### config.mk
export PLATFORM = sky130hd
export DESIGN_NAME = id_ex_stage_reg_flat
export DESIGN_NICKNAME = d
export VERILOG_FILES = /design/src/rtl/id_ex_stage_reg_pkg.sv /design/src/rtl/id_ex_stage_reg_if.sv /design/src/rtl/id_ex_stage_reg_load_use_hazard_detect.sv /design/src/rtl/id_ex_stage_reg.sv /design/src/flat_wrapper.sv
export SDC_FILE = /design/constraint.sdc
export NUM_CORES = 1
export LEC_CHECK = 0
export ABC_AREA = 1
export CORE_ASPECT_RATIO = 0.9
export CORE_MARGIN = 3
export CORE_UTILIZATION = 45
export DETAILED_ROUTE_END_ITERATION = 16
export GPL_TIMING_DRIVEN = 0
export PLACE_DENSITY = 0.94
export SYNTH_ARGS = -nofsm -noshare
export SYNTH_HDL_FRONTEND = slang
export SYNTH_SLANG_ARGS = --single-unit
### constraint.sdc
create_clock -name clk -period 5.4 [get_ports clk]
set_clock_uncertainty 0.1 [all_clocks]
set_input_delay 1.62 -clock clk [delete_from_list [all_inputs] [get_ports clk]]
set_output_delay 1.62 -clock clk [all_outputs]
set_load 0.03 [all_outputs]
### src/rtl/id_ex_stage_reg_pkg.sv
// Shared widths, ALU codes, control bundle and update-priority selection for the ID/EX stage.
package id_ex_stage_reg_pkg;

    localparam int DEF_DATA_W     = 32;
    localparam int DEF_REG_ADDR_W = 5;
    localparam int DEF_ALU_OP_W   = 4;
    localparam int DEF_CNT_W      = 16;

    localparam logic [3:0] ALU_OP_ADD    = 4'd0;
    localparam logic [3:0] ALU_OP_SUB    = 4'd1;
    localparam logic [3:0] ALU_OP_AND    = 4'd2;
    localparam logic [3:0] ALU_OP_OR     = 4'd3;
    localparam logic [3:0] ALU_OP_SLT    = 4'd4;
    localparam logic [3:0] ALU_OP_BUBBLE = 4'd0;

    localparam logic [4:0] REG_ZERO = 5'd0;

    typedef struct packed {
        logic reg_write;
        logic mem_read;
        logic mem_write;
        logic mem_to_reg;
        logic alu_src;
    } ctrl_t;

    localparam ctrl_t CTRL_BUBBLE = '0;

    typedef enum logic [1:0] {
        UPD_HOLD,
        UPD_FLUSH,
        UPD_STALL,
        UPD_CAPTURE
    } upd_sel_e;

    // Hold beats flush beats stall; anything else captures the ID instruction.
    function automatic upd_sel_e update_sel(input logic hold, input logic flush, input logic stall);
        if (hold)  return UPD_HOLD;
        if (flush) return UPD_FLUSH;
        if (stall) return UPD_STALL;
        return UPD_CAPTURE;
    endfunction

endpackage

### src/rtl/id_ex_stage_reg_if.sv
// ID-side inputs and EX-side outputs of the ID/EX stage register.
interface id_ex_stage_reg_if #(
    parameter int DATA_W     = id_ex_stage_reg_pkg::DEF_DATA_W,
    parameter int REG_ADDR_W = id_ex_stage_reg_pkg::DEF_REG_ADDR_W,
    parameter int ALU_OP_W   = id_ex_stage_reg_pkg::DEF_ALU_OP_W,
    parameter int CNT_W      = id_ex_stage_reg_pkg::DEF_CNT_W
);
    logic                  id_valid;
    logic [REG_ADDR_W-1:0] id_instr_rs;
    logic [REG_ADDR_W-1:0] id_instr_rt;
    logic [REG_ADDR_W-1:0] id_instr_rd;
    logic                  id_uses_rt;
    logic [DATA_W-1:0]     id_read_data1;
    logic [DATA_W-1:0]     id_read_data2;
    logic [DATA_W-1:0]     id_imm;
    logic [DATA_W-1:0]     id_pc_plus4;
    logic                  id_reg_write;
    logic                  id_mem_read;
    logic                  id_mem_write;
    logic                  id_mem_to_reg;
    logic                  id_alu_src;
    logic                  id_reg_dst;
    logic [ALU_OP_W-1:0]   id_alu_op;
    logic                  ex_flush;
    logic                  ex_hold;

    logic                  id_ex_valid;
    logic [REG_ADDR_W-1:0] id_ex_instr_rs;
    logic [REG_ADDR_W-1:0] id_ex_instr_rt;
    logic [REG_ADDR_W-1:0] id_ex_write_reg_addr;
    logic [DATA_W-1:0]     id_ex_read_data1;
    logic [DATA_W-1:0]     id_ex_read_data2;
    logic [DATA_W-1:0]     id_ex_imm;
    logic [DATA_W-1:0]     id_ex_pc_plus4;
    logic                  id_ex_reg_write;
    logic                  id_ex_mem_read;
    logic                  id_ex_mem_write;
    logic                  id_ex_mem_to_reg;
    logic                  id_ex_alu_src;
    logic [ALU_OP_W-1:0]   id_ex_alu_op;
    logic                  pc_write;
    logic                  if_id_write;
    logic                  load_use_stall;
    logic [CNT_W-1:0]      bubble_count;

    modport master (
        output id_valid, id_instr_rs, id_instr_rt, id_instr_rd, id_uses_rt,
               id_read_data1, id_read_data2, id_imm, id_pc_plus4,
               id_reg_write, id_mem_read, id_mem_write, id_mem_to_reg, id_alu_src, id_reg_dst,
               id_alu_op, ex_flush, ex_hold,
        input  id_ex_valid, id_ex_instr_rs, id_ex_instr_rt, id_ex_write_reg_addr,
               id_ex_read_data1, id_ex_read_data2, id_ex_imm, id_ex_pc_plus4,
               id_ex_reg_write, id_ex_mem_read, id_ex_mem_write, id_ex_mem_to_reg, id_ex_alu_src,
               id_ex_alu_op, pc_write, if_id_write, load_use_stall, bubble_count
    );

    modport slave (
        input  id_valid, id_instr_rs, id_instr_rt, id_instr_rd, id_uses_rt,
               id_read_data1, id_read_data2, id_imm, id_pc_plus4,
               id_reg_write, id_mem_read, id_mem_write, id_mem_to_reg, id_alu_src, id_reg_dst,
               id_alu_op, ex_flush, ex_hold,
        output id_ex_valid, id_ex_instr_rs, id_ex_instr_rt, id_ex_write_reg_addr,
               id_ex_read_data1, id_ex_read_data2, id_ex_imm, id_ex_pc_plus4,
               id_ex_reg_write, id_ex_mem_read, id_ex_mem_write, id_ex_mem_to_reg, id_ex_alu_src,
               id_ex_alu_op, pc_write, if_id_write, load_use_stall, bubble_count
    );

endinterface

### src/rtl/id_ex_stage_reg_load_use_hazard_detect.sv
// Load-use hazard detect: a load in EX whose nonzero rt is a source of the ID instruction.
// Latency: purely combinational.
// Backpressure: none; the parent turns the hazard into a stall.
module id_ex_stage_reg_load_use_hazard_detect
    import id_ex_stage_reg_pkg::*;
#(
    parameter int REG_ADDR_W = DEF_REG_ADDR_W
) (
    input  logic                  ex_valid_i,
    input  logic                  ex_mem_read_i,
    input  logic [REG_ADDR_W-1:0] ex_rt_i,
    input  logic                  id_valid_i,
    input  logic [REG_ADDR_W-1:0] id_rs_i,
    input  logic [REG_ADDR_W-1:0] id_rt_i,
    input  logic                  id_uses_rt_i,
    output logic                  hz_o
);
    logic ex_is_load;
    logic rs_match;
    logic rt_match;

    // $0 is hardwired, so a load targeting it can never create a real dependency.
    assign ex_is_load = ex_valid_i & ex_mem_read_i & (ex_rt_i != REG_ADDR_W'(REG_ZERO));
    assign rs_match   = (ex_rt_i == id_rs_i);
    assign rt_match   = id_uses_rt_i & (ex_rt_i == id_rt_i);
    assign hz_o       = ex_is_load & id_valid_i & (rs_match | rt_match);

endmodule

### src/rtl/id_ex_stage_reg.sv
// ID/EX pipeline register with load-use stall, branch flush, downstream hold and bubble counter.
// Latency: 1 cycle ID->EX; a load-use hazard costs exactly one bubble.
// Backpressure: ex_hold freezes every register; pc_write/if_id_write drop on hold or stall.
module id_ex_stage_reg
    import id_ex_stage_reg_pkg::*;
#(
    parameter int DATA_W     = DEF_DATA_W,
    parameter int REG_ADDR_W = DEF_REG_ADDR_W,
    parameter int ALU_OP_W   = DEF_ALU_OP_W,
    parameter int CNT_W      = DEF_CNT_W
) (
    input  logic             clk,
    input  logic             rst_n,
    id_ex_stage_reg_if.slave bus
);
    logic     hz;
    logic     stall;
    upd_sel_e sel;
    ctrl_t    id_ctrl;

    logic                  valid_q,  valid_d;
    logic [REG_ADDR_W-1:0] rs_q,     rs_d;
    logic [REG_ADDR_W-1:0] rt_q,     rt_d;
    logic [REG_ADDR_W-1:0] wr_q,     wr_d;
    logic [DATA_W-1:0]     rd1_q,    rd1_d;
    logic [DATA_W-1:0]     rd2_q,    rd2_d;
    logic [DATA_W-1:0]     imm_q,    imm_d;
    logic [DATA_W-1:0]     pc4_q,    pc4_d;
    ctrl_t                 ctrl_q,   ctrl_d;
    logic [ALU_OP_W-1:0]   alu_op_q, alu_op_d;
    logic [CNT_W-1:0]      cnt_q,    cnt_d;

    id_ex_stage_reg_load_use_hazard_detect #(
        .REG_ADDR_W (REG_ADDR_W)
    ) u_load_use_hazard_detect (
        .ex_valid_i    (valid_q),
        .ex_mem_read_i (ctrl_q.mem_read),
        .ex_rt_i       (rt_q),
        .id_valid_i    (bus.id_valid),
        .id_rs_i       (bus.id_instr_rs),
        .id_rt_i       (bus.id_instr_rt),
        .id_uses_rt_i  (bus.id_uses_rt),
        .hz_o          (hz)
    );

    // A taken branch squashes the dependent instruction, so there is nothing left to stall.
    assign stall              = hz & ~bus.ex_flush;
    assign bus.load_use_stall = stall;
    assign bus.pc_write       = ~(bus.ex_hold | stall);
    assign bus.if_id_write    = ~(bus.ex_hold | stall);
    assign sel                = update_sel(bus.ex_hold, bus.ex_flush, stall);

    assign id_ctrl = '{
        reg_write:  bus.id_reg_write,
        mem_read:   bus.id_mem_read,
        mem_write:  bus.id_mem_write,
        mem_to_reg: bus.id_mem_to_reg,
        alu_src:    bus.id_alu_src
    };

    always_comb begin
        valid_d  = valid_q;
        rs_d     = rs_q;
        rt_d     = rt_q;
        wr_d     = wr_q;
        rd1_d    = rd1_q;
        rd2_d    = rd2_q;
        imm_d    = imm_q;
        pc4_d    = pc4_q;
        ctrl_d   = ctrl_q;
        alu_op_d = alu_op_q;
        cnt_d    = cnt_q;
        case (sel)
            UPD_HOLD: begin
            end
            UPD_FLUSH, UPD_STALL: begin
                // Zeroed addresses keep the forwarding unit from ever matching a bubble.
                valid_d  = 1'b0;
                rs_d     = REG_ADDR_W'(REG_ZERO);
                rt_d     = REG_ADDR_W'(REG_ZERO);
                wr_d     = REG_ADDR_W'(REG_ZERO);
                rd1_d    = '0;
                rd2_d    = '0;
                imm_d    = '0;
                pc4_d    = '0;
                ctrl_d   = CTRL_BUBBLE;
                alu_op_d = ALU_OP_W'(ALU_OP_BUBBLE);
                if ((sel == UPD_STALL) && (cnt_q != '1)) begin
                    cnt_d = cnt_q + CNT_W'(1);
                end
            end
            default: begin
                valid_d  = bus.id_valid;
                rs_d     = bus.id_valid ? bus.id_instr_rs : REG_ADDR_W'(REG_ZERO);
                rt_d     = bus.id_valid ? bus.id_instr_rt : REG_ADDR_W'(REG_ZERO);
                wr_d     = !bus.id_valid ? REG_ADDR_W'(REG_ZERO)
                         : (bus.id_reg_dst ? bus.id_instr_rd : bus.id_instr_rt);
                rd1_d    = bus.id_read_data1;
                rd2_d    = bus.id_read_data2;
                imm_d    = bus.id_imm;
                pc4_d    = bus.id_pc_plus4;
                ctrl_d   = bus.id_valid ? id_ctrl : CTRL_BUBBLE;
                alu_op_d = bus.id_valid ? bus.id_alu_op : ALU_OP_W'(ALU_OP_BUBBLE);
            end
        endcase
    end

    always_ff @(posedge clk or negedge rst_n) begin
        if (!rst_n) begin
            valid_q  <= 1'b0;
            rs_q     <= '0;
            rt_q     <= '0;
            wr_q     <= '0;
            rd1_q    <= '0;
            rd2_q    <= '0;
            imm_q    <= '0;
            pc4_q    <= '0;
            ctrl_q   <= CTRL_BUBBLE;
            alu_op_q <= '0;
            cnt_q    <= '0;
        end else begin
            valid_q  <= valid_d;
            rs_q     <= rs_d;
            rt_q     <= rt_d;
            wr_q     <= wr_d;
            rd1_q    <= rd1_d;
            rd2_q    <= rd2_d;
            imm_q    <= imm_d;
            pc4_q    <= pc4_d;
            ctrl_q   <= ctrl_d;
            alu_op_q <= alu_op_d;
            cnt_q    <= cnt_d;
        end
    end

    assign bus.id_ex_valid          = valid_q;
    assign bus.id_ex_instr_rs       = rs_q;
    assign bus.id_ex_instr_rt       = rt_q;
    assign bus.id_ex_write_reg_addr = wr_q;
    assign bus.id_ex_read_data1     = rd1_q;
    assign bus.id_ex_read_data2     = rd2_q;
    assign bus.id_ex_imm            = imm_q;
    assign bus.id_ex_pc_plus4       = pc4_q;
    assign bus.id_ex_reg_write      = ctrl_q.reg_write;
    assign bus.id_ex_mem_read       = ctrl_q.mem_read;
    assign bus.id_ex_mem_write      = ctrl_q.mem_write;
    assign bus.id_ex_mem_to_reg     = ctrl_q.mem_to_reg;
    assign bus.id_ex_alu_src        = ctrl_q.alu_src;
    assign bus.id_ex_alu_op         = alu_op_q;
    assign bus.bubble_count         = cnt_q;

endmodule
### src/flat_wrapper.sv
// flat-port wrapper written by rule: the top's interface ports become plain ports
module id_ex_stage_reg_flat import id_ex_stage_reg_pkg::*;
#(
    parameter int DATA_W     = DEF_DATA_W,
    parameter int REG_ADDR_W = DEF_REG_ADDR_W,
    parameter int ALU_OP_W   = DEF_ALU_OP_W,
    parameter int CNT_W      = DEF_CNT_W
)
  (clk, rst_n, bus_id_valid, bus_id_instr_rs, bus_id_instr_rt, bus_id_instr_rd, bus_id_uses_rt, bus_id_read_data1, bus_id_read_data2, bus_id_imm, bus_id_pc_plus4, bus_id_reg_write, bus_id_mem_read, bus_id_mem_write, bus_id_mem_to_reg, bus_id_alu_src, bus_id_reg_dst, bus_id_alu_op, bus_ex_flush, bus_ex_hold, bus_id_ex_valid, bus_id_ex_instr_rs, bus_id_ex_instr_rt, bus_id_ex_write_reg_addr, bus_id_ex_read_data1, bus_id_ex_read_data2, bus_id_ex_imm, bus_id_ex_pc_plus4, bus_id_ex_reg_write, bus_id_ex_mem_read, bus_id_ex_mem_write, bus_id_ex_mem_to_reg, bus_id_ex_alu_src, bus_id_ex_alu_op, bus_pc_write, bus_if_id_write, bus_load_use_stall, bus_bubble_count);
  id_ex_stage_reg_if #(.DATA_W(DATA_W), .REG_ADDR_W(REG_ADDR_W), .ALU_OP_W(ALU_OP_W), .CNT_W(CNT_W)) bus_i ();
  input  logic clk;
  input  logic rst_n;
  input wire logic [$bits(bus_i.id_valid)-1:0] bus_id_valid;
  input wire logic [$bits(bus_i.id_instr_rs)-1:0] bus_id_instr_rs;
  input wire logic [$bits(bus_i.id_instr_rt)-1:0] bus_id_instr_rt;
  input wire logic [$bits(bus_i.id_instr_rd)-1:0] bus_id_instr_rd;
  input wire logic [$bits(bus_i.id_uses_rt)-1:0] bus_id_uses_rt;
  input wire logic [$bits(bus_i.id_read_data1)-1:0] bus_id_read_data1;
  input wire logic [$bits(bus_i.id_read_data2)-1:0] bus_id_read_data2;
  input wire logic [$bits(bus_i.id_imm)-1:0] bus_id_imm;
  input wire logic [$bits(bus_i.id_pc_plus4)-1:0] bus_id_pc_plus4;
  input wire logic [$bits(bus_i.id_reg_write)-1:0] bus_id_reg_write;
  input wire logic [$bits(bus_i.id_mem_read)-1:0] bus_id_mem_read;
  input wire logic [$bits(bus_i.id_mem_write)-1:0] bus_id_mem_write;
  input wire logic [$bits(bus_i.id_mem_to_reg)-1:0] bus_id_mem_to_reg;
  input wire logic [$bits(bus_i.id_alu_src)-1:0] bus_id_alu_src;
  input wire logic [$bits(bus_i.id_reg_dst)-1:0] bus_id_reg_dst;
  input wire logic [$bits(bus_i.id_alu_op)-1:0] bus_id_alu_op;
  input wire logic [$bits(bus_i.ex_flush)-1:0] bus_ex_flush;
  input wire logic [$bits(bus_i.ex_hold)-1:0] bus_ex_hold;
  output wire logic [$bits(bus_i.id_ex_valid)-1:0] bus_id_ex_valid;
  output wire logic [$bits(bus_i.id_ex_instr_rs)-1:0] bus_id_ex_instr_rs;
  output wire logic [$bits(bus_i.id_ex_instr_rt)-1:0] bus_id_ex_instr_rt;
  output wire logic [$bits(bus_i.id_ex_write_reg_addr)-1:0] bus_id_ex_write_reg_addr;
  output wire logic [$bits(bus_i.id_ex_read_data1)-1:0] bus_id_ex_read_data1;
  output wire logic [$bits(bus_i.id_ex_read_data2)-1:0] bus_id_ex_read_data2;
  output wire logic [$bits(bus_i.id_ex_imm)-1:0] bus_id_ex_imm;
  output wire logic [$bits(bus_i.id_ex_pc_plus4)-1:0] bus_id_ex_pc_plus4;
  output wire logic [$bits(bus_i.id_ex_reg_write)-1:0] bus_id_ex_reg_write;
  output wire logic [$bits(bus_i.id_ex_mem_read)-1:0] bus_id_ex_mem_read;
  output wire logic [$bits(bus_i.id_ex_mem_write)-1:0] bus_id_ex_mem_write;
  output wire logic [$bits(bus_i.id_ex_mem_to_reg)-1:0] bus_id_ex_mem_to_reg;
  output wire logic [$bits(bus_i.id_ex_alu_src)-1:0] bus_id_ex_alu_src;
  output wire logic [$bits(bus_i.id_ex_alu_op)-1:0] bus_id_ex_alu_op;
  output wire logic [$bits(bus_i.pc_write)-1:0] bus_pc_write;
  output wire logic [$bits(bus_i.if_id_write)-1:0] bus_if_id_write;
  output wire logic [$bits(bus_i.load_use_stall)-1:0] bus_load_use_stall;
  output wire logic [$bits(bus_i.bubble_count)-1:0] bus_bubble_count;
  assign bus_i.id_valid = bus_id_valid;
  assign bus_i.id_instr_rs = bus_id_instr_rs;
  assign bus_i.id_instr_rt = bus_id_instr_rt;
  assign bus_i.id_instr_rd = bus_id_instr_rd;
  assign bus_i.id_uses_rt = bus_id_uses_rt;
  assign bus_i.id_read_data1 = bus_id_read_data1;
  assign bus_i.id_read_data2 = bus_id_read_data2;
  assign bus_i.id_imm = bus_id_imm;
  assign bus_i.id_pc_plus4 = bus_id_pc_plus4;
  assign bus_i.id_reg_write = bus_id_reg_write;
  assign bus_i.id_mem_read = bus_id_mem_read;
  assign bus_i.id_mem_write = bus_id_mem_write;
  assign bus_i.id_mem_to_reg = bus_id_mem_to_reg;
  assign bus_i.id_alu_src = bus_id_alu_src;
  assign bus_i.id_reg_dst = bus_id_reg_dst;
  assign bus_i.id_alu_op = bus_id_alu_op;
  assign bus_i.ex_flush = bus_ex_flush;
  assign bus_i.ex_hold = bus_ex_hold;
  assign bus_id_ex_valid = bus_i.id_ex_valid;
  assign bus_id_ex_instr_rs = bus_i.id_ex_instr_rs;
  assign bus_id_ex_instr_rt = bus_i.id_ex_instr_rt;
  assign bus_id_ex_write_reg_addr = bus_i.id_ex_write_reg_addr;
  assign bus_id_ex_read_data1 = bus_i.id_ex_read_data1;
  assign bus_id_ex_read_data2 = bus_i.id_ex_read_data2;
  assign bus_id_ex_imm = bus_i.id_ex_imm;
  assign bus_id_ex_pc_plus4 = bus_i.id_ex_pc_plus4;
  assign bus_id_ex_reg_write = bus_i.id_ex_reg_write;
  assign bus_id_ex_mem_read = bus_i.id_ex_mem_read;
  assign bus_id_ex_mem_write = bus_i.id_ex_mem_write;
  assign bus_id_ex_mem_to_reg = bus_i.id_ex_mem_to_reg;
  assign bus_id_ex_alu_src = bus_i.id_ex_alu_src;
  assign bus_id_ex_alu_op = bus_i.id_ex_alu_op;
  assign bus_pc_write = bus_i.pc_write;
  assign bus_if_id_write = bus_i.if_id_write;
  assign bus_load_use_stall = bus_i.load_use_stall;
  assign bus_bubble_count = bus_i.bubble_count;
  id_ex_stage_reg #(.DATA_W(DATA_W), .REG_ADDR_W(REG_ADDR_W), .ALU_OP_W(ALU_OP_W), .CNT_W(CNT_W)) u_core (.clk(clk), .rst_n(rst_n), .bus(bus_i));
endmodule
==> reports/metrics.cfg <==
[outcome]
run_status=completed

[yosys]
synth_edf_count=0
yosysMostFrequentCell=nand2_1
ys_types=30
yosysSeqAreaShare_pct=58.3
syn_inst=866
synth_top_cells_by_area=dfrtp_1 (58%), nand2_1 (19%), nand3_1 (9.8%)
syn-num-nets=1028
synthTopCellsByCount=nand2_1 (370), dfrtp_1 (169), nand3_1 (142), inv_1 (45), clkbuf_1 (33)
synth_ff_type=dfrtp_1
yosysWarnings=0
async_flop_share_pct=100
synth_top_cell_area_share_pct=58.3
syn_area_um2=7250
synth_top_cell_by_area=dfrtp_1
syn_area_per_cell_um2=8.38
synth_seq_cells=169

[die]
io_pins=331
die_w_um=140
core_area_um2=15600
row_count=43
die_height_um=126
die-area_um2=17700
start_util_pct=46.5

[worst_setup_path]
r2r-end=u_core.bus.id_ex_pc_plus4[25]$_DFFE_PN0P_
crit_fanout=3
slowest_delay_ns=0.66
reg2reg_depth=14
cp-end-kind=output port
path_buf_inv=4
crit_arrival_ns=3.51
crit_path_cell_trace=clkdlybuf4s50_1 > inv_1 > nand2_1 > nand2_1 > nor2_1 > nand3_1 > nand2_1 > a21oi_1 > buf_4 > clkdlybuf4s50_1
worst-setup-path-type=in2out
cp.depth=10
worstReg2RegStart=u_core.bus.id_ex_instr_rt[2]$_DFFE_PN0P_
reg2reg_setup_slack_ns=2.46
path_common_cell=nand2_1
crit_path_start_kind=input pin
crit_path_start=bus_id_instr_rt[4]
crit_family=buffers and inverters
critPathSlowestCell=clkdlybuf4s50_1
critPathCapture=bus_pc_write
required_ns=3.68

[hold_path]
hold_depth=2
min_path_type=reg2reg

[power_and_ir_drop]
switchingPower_mw=1.24
internal_power_mw=2.56
ir_drop_v=0.000221
power_leakage_nw=5.53
seq_power_share_pct=39.9
total_power_mw=3.80
clockPowerShare_pct=32.2
p_per_area_nw_per_um2=332
pwr-share-comb_pct=27.9
power.share.switching_pct=32.7

[sta]
hold_ws_ns=0.381
fin_crit_ns=5.23
hold_viol=0
setup_ws_ns=0.167
rsz0062_at_grt=false
maxSlewViolCount=0
slew_headroom_pct=48.5
setup_viol=0
tightest_slew_ns=0.772
clock.fmax_mhz=191
period_share_pct=96.9

[placement]
dp_hpwl_mm=18.5
portBuffers=330
pre_cts_ws_ns=0.169
routabilityCongestion=0.862
dpl.cell_count=1399

[cts]
path_clk_slew_ns=0.06
cts_max_path_buffers=2
cts_buffers=17
cts.sinks=169
cts_tree=done
htree_levels=4
clkLatencyLatePin_ns=0.43
ctsResizeCount=0
root_buffer=clkbuf_16
post_cts_buffers=0
hold_buffers=0

[drt]
vias_per_cell=5.11
dr.first_iter.drc_count=376
drc_errors=0
postRouteAntennaNets=0
vias=7313
drt_pass1_iterations=7
drt_wl_total_mm=25.2
wl_per_cell_um=17.6

[global_route]
first_global_vias=7522
grt_overflow_total=0
antenna_found_initial=0
grtUsageTotal_pct=28.4
grt_max_degree=103
grt_first_pass_wirelength_mm=39.6

[final_layout]
drive_gt1_share_pct=4.64
diodes=0
finalNonFillerCells=1430
fillers=1074
areaGrowthSynthToFinish_pct=57.6
nNetsFinal=1378

[job]
cap_violations=0

-- layer usage --
metal	GRT usage, %	vias to the layer above	share of wire, %
li1	-	3438	-
met3	9.57	64	8.5
met5	0	-	0
met1	32.5	3470	37
met2	49.5	341	50
met4	11.1	0	3.8
-- how the worst min path moves through the flow --
stage / startpoint / to / slack, ns
floorplan: u_core.bus.id_ex_imm[30]$_DFFE_PN0P_ / u_core.bus.id_ex_imm[30]$_DFFE_PN0P_ / 0.55
global placement: u_core.bus.id_ex_read_data1[15]$_DFFE_PN0P_ / u_core.bus.id_ex_read_data1[15]$_DFFE_PN0P_ / 0.36
detailed placement: u_core.bus.id_ex_imm[26]$_DFFE_PN0P_ / u_core.bus.id_ex_imm[26]$_DFFE_PN0P_ / 0.36
CTS: u_core.bus.id_ex_read_data1[2]$_DFFE_PN0P_ / u_core.bus.id_ex_read_data1[2]$_DFFE_PN0P_ / 0.38
global route: u_core.bus.id_ex_read_data2[1]$_DFFE_PN0P_ / u_core.bus.id_ex_read_data2[1]$_DFFE_PN0P_ / 0.40
finish: u_core.bus.id_ex_imm[22]$_DFFE_PN0P_ / u_core.bus.id_ex_imm[22]$_DFFE_PN0P_ / 0.38
-- cells by family (layout without fill, tap and decap cells) --
| kind of cell | Yosys count | count (layout) | synth area share, % |
|---|---|---|---|
| and+or+nand+nor | 547 | 547 | 31.4 |
| AOI/OAI and AO/OA | 42 | 42 | 3.29 |
| adders and majority gates | 3 | 3 | 0.518 |
| xor gates and xnor gates | 8 | 8 | 1.07 |
| buffers and inverters | 97 | 459 | 5.42 |
| DFF | 169 | 169 | 58.3 |
-- cell type report --
| type | instances | area (um^2) | area share (%) |
|---|---|---|---|
| Buffer | 50 | 214 | 1.87 |
| Clock buffer | 20 | 467 | 4.08 |
| Clock inverter | 11 | 121 | 1.06 |
| Inverter | 47 | 179 | 1.57 |
| Multi-Input combinational cell | 600 | 2630 | 23.0 |
| Sequential cell | 169 | 4230 | 37.0 |
| Tap cell | 202 | 253 | 2.21 |
| Timing Repair Buffer | 331 | 3340 | 29.2 |
-- layout by cell type (no fill, tap or decap), types with 5 or more instances in the layout --
master             n
clkbuf_16         17
clkdlybuf4s50_1  329
dfrtp_1          169
buf_2              6
inv_1             45
nand2_1          370
nand3_1          142
buf_1              8
o21ai_2            6
clkbuf_1          33
nor2_1            25
o22ai_1            5
o21ai_0           25
-- power groups by stage --
stage / combinational (mW) / sequential (mW) / clock, mW
floorplan: 0.252 / 1.79 / 0
global placement: 1.03 / 1.53 / 0
detailed placement: 1.06 / 1.53 / 0
CTS: 1.07 / 1.51 / 1.24
global route: 1.13 / 1.53 / 1.29
finish: 1.06 / 1.52 / 1.22
-- stage by stage --
step	area, um^2	setup TNS (ns)	utilization (%)
final	11400	0	73.3
after global routing	11400	0	73.3
after CTS	11400	0	73.3
after detailed placement	10800	0	69.5
after global placement	10800	-718.93	69.3
after floorplan	7250	0	-
-- worst min-delay path, cell delays in order, from the launching register on --
cell,delay [ns]
dfrtp_1,0.34
nand2_1,0.05
nand2_1,0.05
Note: power is estimated with default switching activity, not from simulation.
==> edit 1 (same settings) <==
`DEF_CNT_W`: 16 -> 32.
--- a/src/rtl/id_ex_stage_reg_pkg.sv
+++ b/src/rtl/id_ex_stage_reg_pkg.sv
@@ -4,7 +4,7 @@
     localparam int DEF_DATA_W     = 32;
     localparam int DEF_REG_ADDR_W = 5;
     localparam int DEF_ALU_OP_W   = 4;
-    localparam int DEF_CNT_W      = 16;
+    localparam int DEF_CNT_W      = 32;
 
     localparam logic [3:0] ALU_OP_ADD    = 4'd0;
     localparam logic [3:0] ALU_OP_SUB    = 4'd1;
Interface: changed (resized bus_bubble_count); port bits go from 331 to 347. No check against the original RTL was run, so the function may have changed too.
==> edit 1 against the original RTL <==
  * Routed wire length is 17% higher
  * Non-clock buffer count is 20 higher
  * Sequential cell count is 16 higher
  * Synthesized cell count is 20% higher
  * Synthesized area is 16% higher
  * Utilization is 2.1 points lower
  * Critical path depth is 2 lower
  * Sequential share of layout area is 0.76 points lower
  * Total power is 0.41% lower
  * Register-to-register slack worse by 0.24 ns
  * Worst setup slack worse by 0.017 ns
  * Combinational power is 10% lower
  * Final area is 12% higher
  * Critical path type unchanged
==> edit 1: results (changes against the original RTL) <==
.. list-table::
   :header-rows: 1

   * - Metric
     - Value
   * - Status
     - finished, final reports clean
   * - Number of fill cells
     - 1,361 (+27%)
   * - Worst R2R Path Depth
     - 13 (-1)
   * - Post-synthesis adder-cell area fraction
     - 0.00447 (-0.000703)
   * - Wire length of the first global-routing pass
     - 45,900 um (+16%)
   * - Initial detailed-routing violation count
     - 639 (+70%)
   * - Post-Synthesis Net Count
     - 1,202 (+17%)
   * - Proportion of synthesized chip area in sequential cells
     - 0.552 (-0.0315)
   * - Maximum number of pins on one net before global-route repair
     - 104 (+0.97%)
   * - Count of cell types in the netlist
     - 28 (-6.7%)
   * - Average wire per cell in the routed design
     - 17.8 um (+0.86%)
   * - Static leakage
     - 6.12 nW (+11%)
   * - Cell count after synthesis
     - 1,040 (+20%)
   * - Total vias in the final route
     - 8,561 (+17%)
   * - Combined flip-flop and latch cell area
     - 4630 um^2 (+9.5%)
   * - Fraction of final layout cells with drive strength greater than 1
     - 0.0409 (-0.00554)
   * - HP Start
     - u_core.bus.id_ex_read_data2[0]$_DFFE_PN0P_
   * - Overall fraction of global-route tracks in use
     - 0.290 (+0.00600)
   * - Number of detailed-route iterations in the first pass
     - 5 (-2)
   * - DPL Wire Length
     - 22,200 um (+20%)
   * - Leading cell types by total area after synthesis
     - sky130_fd_sc_hd__dfrtp_1, sky130_fd_sc_hd__nand2_1, sky130_fd_sc_hd__nand3_1
   * - Placed Area
     - 12,200 um^2 (+12%)
   * - Pin slew with the least headroom to its limit
     - 0.824 ns (+0.0527 ns)
   * - Final layout net count
     - 1,568 (+14%)
   * - Worst setup path startpoint
     - bus_id_instr_rt[2]
   * - Total routed wirelength
     - 29,500 um (+17%)
   * - Worst voltage drop across the vdd grid
     - 0.234 mV (+6.1%)
   * - Worst slack at placement
     - 0.104 ns (-0.0646 ns)
   * - Input/output buffers
     - 346 (+4.8%)
## edit 1: cell type report
cell class,count,share of cell area
sequential,185,0.362
timing repair buffer,347,0.274
multi-input combinational,757,0.261
clock buffer,21,0.0360
tap,240,0.0235
buffer,54,0.0205
inverter,44,0.0129
clock inverter,11,0.00901
antenna,3,0.000588
## edit 1: path summary, 6_finish.rpt
| check | slack, ns | endpoint |
|---|---|---|
| worst max-delay path | 0.15 | bus_if_id_write |
| worst min-delay path | 0.38 | u_core.bus.id_ex_read_data2[0]$_DFFE_PN0P_ |
| worst max register to register | 2.22 | u_core.bus.id_ex_read_data1[16]$_DFFE_PN0P_ |
| worst min register to register | 0.38 | u_core.bus.id_ex_read_data2[0]$_DFFE_PN0P_ |
| max in group asynchronous | 3.23 | u_core.bus.id_ex_read_data2[29]$_DFFE_PN0P_ |
| min in group asynchronous | 1.10 | u_core.bus.bubble_count[11]$_DFFE_PN0P_ |
## edit 1: layer usage
| metal | GRT usage | part of all wire |
|---|---|---|
| met1 | 0.350 | 0.38 |
| met2 | 0.483 | 0.50 |
| met3 | 0.0933 | 0.090 |
| met4 | 0.119 | 0.035 |
| met5 | 0 | 0 |
## edit 1: worst max-delay path, stage by stage
cell	delay, ns
sky130_fd_sc_hd__clkdlybuf4s50_1	0.48
sky130_fd_sc_hd__inv_1	0.07
sky130_fd_sc_hd__o21ai_0	0.15
sky130_fd_sc_hd__nor2_1	0.06
sky130_fd_sc_hd__nand3_1	0.09
sky130_fd_sc_hd__nand2_1	0.07
sky130_fd_sc_hd__a21oi_1	0.26
sky130_fd_sc_hd__clkdlybuf4s50_1	0.73
## edit 1: what timing repair did
action                     in CTS  in global routing
resized for setup               0                  1
hold endpoints to repair        0                  0
hold buffers                    0                  0
setup endpoints to repair       0                  1
==> edit 2 (config.mk and constraints unchanged) <==
Without the edit above. Take the reset off `rd2_q` and load it in a clocked block of its own.
--- a/src/rtl/id_ex_stage_reg.sv
+++ b/src/rtl/id_ex_stage_reg.sv
@@ -112,7 +112,6 @@
             rt_q     <= '0;
             wr_q     <= '0;
             rd1_q    <= '0;
-            rd2_q    <= '0;
             imm_q    <= '0;
             pc4_q    <= '0;
             ctrl_q   <= CTRL_BUBBLE;
@@ -124,13 +123,16 @@
             rt_q     <= rt_d;
             wr_q     <= wr_d;
             rd1_q    <= rd1_d;
-            rd2_q    <= rd2_d;
             imm_q    <= imm_d;
             pc4_q    <= pc4_d;
             ctrl_q   <= ctrl_d;
             alu_op_q <= alu_op_d;
             cnt_q    <= cnt_d;
         end
+    end
+
+    always_ff @(posedge clk) begin
+        rd2_q <= rd2_d;
     end
 
     assign bus.id_ex_valid          = valid_q;
Function: changed (a bounded check fails within 4 cycles, from zero or initial values and one cycle with rst_n low).
==> edit 2 against the original RTL <==
  * Worst setup slack got worse by 0.048 ns
  * Critical path depth down 1
  * Register-to-register slack got worse by 0.05 ns
  * Synthesized area decreased by 6.9%
  * Sequential cell count stayed put
  * Routed wire length is 11% lower
  * Total power shrank 7.0%
  * Final area fell by 4.6%
  * First-iteration DRC count fell by 7.7%
  * Critical endpoint is now bus_if_id_write
==> edit 2: results (changes against the original RTL) <==
.. list-table::
   :header-rows: 1

   * - Metric
     - Value
   * - Count of non-CTS buffers in the layout
     - 365 (-4.2%)
   * - Final critical-path share of the clock period
     - 0.978 (+0.00898)
   * - Reg-to-reg setup timing slack
     - 2.41 ns (-0.05 ns)
   * - Area of combinational cells with multiple inputs
     - 1970 um^2 (-25%)
   * - Worst voltage drop across the vdd grid
     - 0.284 mV (+29%)
   * - Commonest cells post-synth
     - sky130_fd_sc_hd__dfrtp_1, sky130_fd_sc_hd__nand2_1, sky130_fd_sc_hd__a22o_1
   * - Worst slack at placement
     - 0.0232 ns (-0.146 ns)
   * - Seq/total area
     - 0.403 (+0.0327)
   * - Worst R2R Path Depth
     - 13 (-1)
   * - Proportion of synthesized chip area in sequential cells
     - 0.650 (+0.0669)
   * - DPL Wire Length
     - 16,800 um (-9.3%)
   * - Relative slew slack
     - 0.586 (+0.100)
   * - Overall fraction of global-route tracks in use
     - 0.272 (-0.0129)
   * - Capture point of the critical path
     - bus_if_id_write
   * - Proportion of cell area occupied by multi-input gates
     - 0.180 (-0.0499)
   * - Post-Synthesis Net Count
     - 760 (-26%)
   * - Via-per-instance ratio
     - 5.21 (+2.0%)
   * - Worst-case hold slack
     - 0.395 ns (+0.0138 ns)
   * - Average instance area after synthesis
     - 11.3 um^2 (+35%)
   * - DP Cell Count
     - 1,122 (-20%)
   * - Source of the worst register-to-register timing path
     - u_core.bus.id_ex_instr_rt[3]$_DFFE_PN0P_
   * - Fraction of final layout cells with drive strength greater than 1
     - 0.0603 (+0.0139)
   * - Total routed wirelength
     - 22,500 um (-11%)
   * - Initial detailed-routing violation count
     - 347 (-7.7%)
   * - Cell count after synthesis
     - 598 (-31%)
   * - RD Place Congestion
     - 0.915 (+6.1%)
   * - Hold worst-path end
     - u_core.bus.id_ex_write_reg_addr[4]$_DFFE_PN0P_
   * - Status
     - finished, final reports clean
   * - Peak per-stage delay on the critical path
     - 0.72 ns (+0.06 ns)
   * - HP Start
     - u_core.bus.id_ex_write_reg_addr[4]$_DFFE_PN0P_
   * - Worst setup path startpoint
     - bus_id_instr_rt[3]
   * - Number of combinational gates with multiple inputs
     - 331 (-45%)
   * - End of the worst register-to-register path
     - u_core.bus.id_ex_read_data2[24]$_SDFFCE_PP0P_
   * - Clock buffers and inverters, area share
     - 0.0503 (-0.00118)
   * - Number of global-route vias before repair
     - 6,230 (-17%)
==> edit 2: cell types whose count changed in the layout (fill, tap and decap cells not counted), moves of 7 or more <==
cell,unedited run,this run
sky130_fd_sc_hd__clkbuf_1,33,12
sky130_fd_sc_hd__a22o_1,0,96
sky130_fd_sc_hd__dfrtp_1,169,137
sky130_fd_sc_hd__a32o_1,0,9
sky130_fd_sc_hd__edfxtp_1,0,32
sky130_fd_sc_hd__nand3_1,142,13
sky130_fd_sc_hd__nor2_1,25,51
sky130_fd_sc_hd__inv_1,45,63
sky130_fd_sc_hd__o21ai_0,25,18
sky130_fd_sc_hd__nand2_1,370,108
==> edit 2: critical path, delay by kind of cell <==
family / cells / cell delay [ns]
AND/OR/NAND/NOR: 5 / 0.42
AO/OA/AOI/OAI: 1 / 0.23
buffers and inverters: 3 / 1.30
==> edit 2: power breakdown <==
group	internal (W)	total, W	switching (W)
clock network	0.000620	0.00113	0.000511
logic	0.000401	0.000887	0.000486
registers	0.00142	0.00151	0.0000857
==> edit 2: metal layers <==
layer  vias up  track usage  part of all wire
li1       2741            -                 -
met1      2909        0.311              0.37
met2       326        0.482              0.52
met3        47       0.0926             0.092
met4         0       0.0856             0.025
met5         -            0                 0
==> edit 2: cells by family after synthesis <==
kind of cell	after synthesis	synth area share
simple gates	186	0.113
flops	169	0.650
compound gates	131	0.158
buf+inv	98	0.0595
xor+xnor	11	0.0143
fa+ha+maj	3	0.00556
==> edit 2: repair_timing <==
item | 4_1_cts | 5_1_grt
resized for setup | 1 | 1
setup buffers | 0 | 0
endpoints found under the setup margin | 1 | 1
hold buffers | 0 | 0
